==> src/rtl/multicycle_sequencer.sv <==
// Multicycle control sequencer for the RV32 subset core.
// Steps each instruction through FETCH, DECODE, EXEC, optional MEM and WB,
// turning the latched decoder strobes into per-cycle datapath enables.
//
// Handshakes: imem_req/dmem_req are level requests held high for every
// cycle spent in FETCH/MEM. The matching ack completes the transfer in the
// cycle it is seen high while the request is up. An ack seen while the
// request is low is ignored. Each request gets TIMEOUT+1 cycles; if the
// last of them passes without an ack, the sequencer parks in FAULT.
module multicycle_sequencer #(
    parameter int TIMEOUT = 15,
    parameter int CNT_W   = 32
) (
    input  logic             clk,
    input  logic             rst,
    input  logic             run,
    input  logic [6:0]       op,
    input  logic             meml,
    input  logic             mems,
    input  logic             regw,
    input  logic             aluimm,
    input  logic             imem_ack,
    input  logic             dmem_ack,
    output logic             imem_req,
    output logic             ir_we,
    output logic             dmem_req,
    output logic             dmem_we,
    output logic             alu_src_imm,
    output logic             rf_we,
    output logic             pc_we,
    output logic [2:0]       state,
    output logic             halted,
    output logic             fault,
    output logic [CNT_W-1:0] retired
);

    localparam int WAIT_W = (TIMEOUT > 0) ? $clog2(TIMEOUT + 1) : 1;
    localparam logic [WAIT_W-1:0] WAIT_MAX = WAIT_W'(TIMEOUT);

    localparam logic [2:0] S_IDLE   = 3'd0;
    localparam logic [2:0] S_FETCH  = 3'd1;
    localparam logic [2:0] S_DECODE = 3'd2;
    localparam logic [2:0] S_EXEC   = 3'd3;
    localparam logic [2:0] S_MEM    = 3'd4;
    localparam logic [2:0] S_WB     = 3'd5;
    localparam logic [2:0] S_HALT   = 3'd6;
    localparam logic [2:0] S_FAULT  = 3'd7;

    localparam logic [6:0] OP_SYSTEM = 7'b1110011;

    logic [2:0]        state_q, state_d;
    logic [WAIT_W-1:0] wait_q, wait_d;
    logic [CNT_W-1:0]  retired_q, retired_d;
    logic              ld_q, ld_d;
    logic              st_q, st_d;
    logic              regw_q, regw_d;
    logic              aluimm_q, aluimm_d;
    logic              sys_q, sys_d;

    // Next-state, wait counter, retire counter and strobe latching.
    // The wait counter only counts while a request goes unanswered; any
    // other cycle leaves it at zero, so it starts clean on each FETCH/MEM.
    always_comb begin
        state_d   = state_q;
        wait_d    = '0;
        retired_d = retired_q;
        ld_d      = ld_q;
        st_d      = st_q;
        regw_d    = regw_q;
        aluimm_d  = aluimm_q;
        sys_d     = sys_q;
        case (state_q)
            S_IDLE: begin
                if (run) state_d = S_FETCH;
            end
            S_FETCH: begin
                if (imem_ack)              state_d = S_DECODE;
                else if (wait_q == WAIT_MAX) state_d = S_FAULT;
                else                       wait_d  = wait_q + WAIT_W'(1);
            end
            S_DECODE: begin
                ld_d     = meml;
                st_d     = mems;
                regw_d   = regw;
                aluimm_d = aluimm;
                sys_d    = (op == OP_SYSTEM);
                state_d  = S_EXEC;
            end
            S_EXEC: begin
                state_d = (ld_q || st_q) ? S_MEM : S_WB;
            end
            S_MEM: begin
                if (dmem_ack)              state_d = S_WB;
                else if (wait_q == WAIT_MAX) state_d = S_FAULT;
                else                       wait_d  = wait_q + WAIT_W'(1);
            end
            S_WB: begin
                retired_d = retired_q + CNT_W'(1);
                if (sys_q)    state_d = S_HALT;
                else if (run) state_d = S_FETCH;
                else          state_d = S_IDLE;
            end
            S_HALT:  state_d = S_HALT;
            S_FAULT: state_d = S_FAULT;
            default: state_d = S_IDLE;
        endcase
    end

    // State and counter registers with synchronous reset.
    always_ff @(posedge clk) begin
        if (rst) begin
            state_q   <= S_IDLE;
            wait_q    <= '0;
            retired_q <= '0;
            ld_q      <= 1'b0;
            st_q      <= 1'b0;
            regw_q    <= 1'b0;
            aluimm_q  <= 1'b0;
            sys_q     <= 1'b0;
        end else begin
            state_q   <= state_d;
            wait_q    <= wait_d;
            retired_q <= retired_d;
            ld_q      <= ld_d;
            st_q      <= st_d;
            regw_q    <= regw_d;
            aluimm_q  <= aluimm_d;
            sys_q     <= sys_d;
        end
    end

    // Output decode: Moore from state and latched strobes, except ir_we
    // which follows imem_ack in the same FETCH cycle. A load+store combo
    // behaves as a store because dmem_we only looks at the store strobe.
    always_comb begin
        imem_req    = (state_q == S_FETCH);
        ir_we       = (state_q == S_FETCH) && imem_ack;
        dmem_req    = (state_q == S_MEM);
        dmem_we     = (state_q == S_MEM) && st_q;
        alu_src_imm = (state_q == S_EXEC) && aluimm_q;
        rf_we       = (state_q == S_WB) && regw_q;
        pc_we       = (state_q == S_WB) && !sys_q;
        halted      = (state_q == S_HALT);
        fault       = (state_q == S_FAULT);
        state       = state_q;
        retired     = retired_q;
    end

endmodule
==> config.mk <==
export PLATFORM = sky130hd
export DESIGN_NAME = multicycle_sequencer
export DESIGN_NICKNAME = d
export VERILOG_FILES = /design/src/rtl/multicycle_sequencer.sv
export SDC_FILE = /design/constraint.sdc
export NUM_CORES = 1
export LEC_CHECK = 0
export CAP_MARGIN = 15
export CELL_PAD_IN_SITES_DETAIL_PLACEMENT = 0
export CELL_PAD_IN_SITES_GLOBAL_PLACEMENT = 2
export CORE_MARGIN = 2
export CORE_UTILIZATION = 27
export CTS_CLUSTER_SIZE = 12
export DETAILED_ROUTE_END_ITERATION = 8
export PLACE_DENSITY = 0.77
export SLEW_MARGIN = 25
export SYNTH_ARGS = -nofsm -noshare
export SYNTH_HDL_FRONTEND = slang
export SYNTH_SLANG_ARGS = --single-unit
==> constraint.sdc <==
create_clock -name clk -period 2.65 [get_ports clk]
set_input_delay 0.265 -clock clk [delete_from_list [all_inputs] [get_ports clk]]
set_output_delay 0.265 -clock clk [all_outputs]
set_load 0.01 [all_outputs]
==> reports/qor.txt <==
Max Fclk = 0.4676 GHz
peak supply drop = 0.0001679 V
GRT overflow = 0
H-tree levels = 2
port buffer count = 59
min-delay src = wait_q[0]$_SDFF_PP0_
Setup WS pre-CTS = 556.0 ps
mux cell area share after synthesis = 2.819%
# clock sinks = 44
largest net degree at the start of global routing = 32
Clock transition at path regs = 80 ps
initial antenna violation count = 0
CTS resizes = 0
Compound-Gate Fraction of Synth Area = 15.77%
placer congestion estimate = 0.7108
core area = 0.007767 mm2
Synth cell types = 39
data arrival time of the critical path = 2370 ps
Max-cap violations = 0
TritonCTS buffer count = 5
WS Path Type = reg2reg
Async SR Flop Fraction = 0%
First DRT Iteration DRCs = 78
share of layout cells above drive strength 1 = 5.590%
Mapped Avg Cell Area = 8.206 um2
die width = 93.75 um
Vias = 2113
Startpoint Class = flop
vias in the first global route = 2013
drt pass-1 iters = 4
routed wire length per instance = 13.28 um
final setup TNS = 0 ps
largest family of logic cells by synthesized area = simple AND/OR/NAND/NOR gates
CP max FO = 12
# nets final = 339
post-synthesis xor/xnor area fraction = 4.028%
RSZ-0062 raised after global routing = false
minimum clock period = 2139 ps
post-synthesis adder-cell area fraction = 1.151%
IO Count = 60
Max Buffers Root-to-Sink = 2
Synth warnings = 0
CP Capture Type = flop
Seq/Total Area, Yosys = 40.51%
CTS tree = done
Required @ worst endpoint = 2880 ps
die area = 0.008788 mm2
hpwl dp = 4015 um
# diodes = 0
post-route ant nets = 0
Power Total = 0.001320 W
Worst-Skew Late Latency = 290 ps
Post-Synthesis Cell Area = 0.002175 mm2
worst setup margin = 511.3 ps
drt total wl = 5631 um
Die Y = 93.75 um
Critical R2R Launch = retired[0]$_SDFFE_PP0N_
Layout Skew = 4.496 ps
outcome = finished, final reports clean
GRT Util Overall = 13.56%
Pleak = 0.9255 nW
Area Growth Syn to Fin = 36.88%
Seq cells post-synth = 44
Initial Utilization = 28.00%
Slew @ Worst Pin = 355.3 ps
DRC viols = 0
EDFF count, synth = 0
fin crit share = 80.71%
ys flop type = dfxtp_1
Post-Synth Simple-Gate Area = 31.19%
P per Cell Area = 443.4 mW/mm2
first-pass GRT wire length = 9660 um
Hold Path Class = reg2reg
final count of negative-setup-slack endpoints = 0
Mapped Nets = 283
relative slew slack = 76.09%
Worst Setup SP = retired[0]$_SDFFE_PP0N_
cts hold-fix bufs = 0
post-CTS setup buffers = 0
final hold violation count = 0
Core Rows = 32
root buffer cell = clkbuf_8
max-slew violations = 0
post-DR vias/cell = 4.983
Post-Syn Instances = 265
-- Yosys cell counts (5+ instances only) --
master	count	area [um2]
o31ai_1	15	112.6
clkbuf_1	13	48.80
nand2_1	18	67.56
nor2_1	27	101.4
nor3_1	5	25.02
xnor2_1	7	61.31
o21ai_0	11	55.05
a21oi_1	25	125.1
or4_1	16	120.1
mux2i_1	5	50.05
nand3_1	13	65.06
dfxtp_1	44	880.8
inv_1	6	22.52
or3_1	11	68.82
nand4_1	6	37.54
-- report_power, final --
| part | internal, W | switching (W) | leakage (nW) |
|---|---|---|---|
| logic | 0.0000690 | 0.0000643 | 0.515 |
| clock network | 0.000280 | 0.000231 | 0.0552 |
| registers | 0.000671 | 0.00000521 | 0.355 |
-- registers in the layout, summed over array words and instances (netlist names) --
signal and count:
state 3, sys_q 1, ld_q 1, wait_q 4, st_q 1, aluimm_q 1, regw_q 1, retired 32
-- critical path, cell delays in order (launching register included) --
cell     delay (ps)
dfxtp_1         400
nand3_1         250
or4_1           740
or4_1           530
a21oi_1         150
-- metrics by stage --
stage	util [%]	instance area (um2)	std cells	hold WS (ps)
final	38.32	2977	424	468.5
after global routing	38.32	2977	424	513.8
after CTS	38.32	2977	424	470.5
after detailed placement	36.94	2869	416	457.6
after global placement	36.94	2869	416	445.7
after floorplan	-	2175	265	411.8
-- path summary, 6_finish.rpt --
kind	end	slack [ps]	cells after the start
setup / recovery	retired[27]$_SDFFE_PP0N_	510	4
hold / removal	wait_q[0]$_SDFF_PP0_	470	1
setup reg to reg	retired[27]$_SDFFE_PP0N_	510	4
hold reg to reg	wait_q[0]$_SDFF_PP0_	470	1
-- logic make-up after synthesis --
| family | Yosys count |
|---|---|
| xor+xnor | 10 |
| compound gates | 57 |
| simple gates | 123 |
| flops | 44 |
| mux | 6 |
| fa+ha+maj | 2 |
| buf+inv | 23 |
-- layout make-up --
class                           count  area (um2)
Inverter                            6       22.52
Fill cell                         835        4791
Timing Repair Buffer               66       643.1
Clock buffer                        6       72.57
Clock inverter                      2       35.03
Multi-Input combinational cell    198        1195
Tap cell                          102       127.6
Sequential cell                    44       880.8
-- cell usage in the layout, fill, tap and decap left out, types with 5 or more instances in the layout --
master / netlist / routed
clkdlybuf4s50_1: 0 / 59
dfxtp_1: 44 / 44
nor2_1: 27 / 27
a21oi_1: 25 / 25
nand2_1: 18 / 18
or4_1: 16 / 16
o31ai_1: 15 / 15
nand3_1: 13 / 13
or3_1: 11 / 11
o21ai_0: 11 / 11
xnor2_1: 7 / 7
buf_4: 1 / 7
inv_1: 6 / 6
nand4_1: 6 / 6
nor3_1: 5 / 5
mux2i_1: 5 / 5
clkbuf_8: 0 / 5
-- metal layers --
layer / track usage (%) / vias to the layer above / share of wire [%]
li1: - / 1082 / -
met2: 20.65 / 52 / 44
met1: 18.63 / 974 / 49
met3: 3.531 / 5 / 4.9
met5: 0 / - / 0
met4: 4.348 / 0 / 1.4
Power figures use the tool's default switching activity.
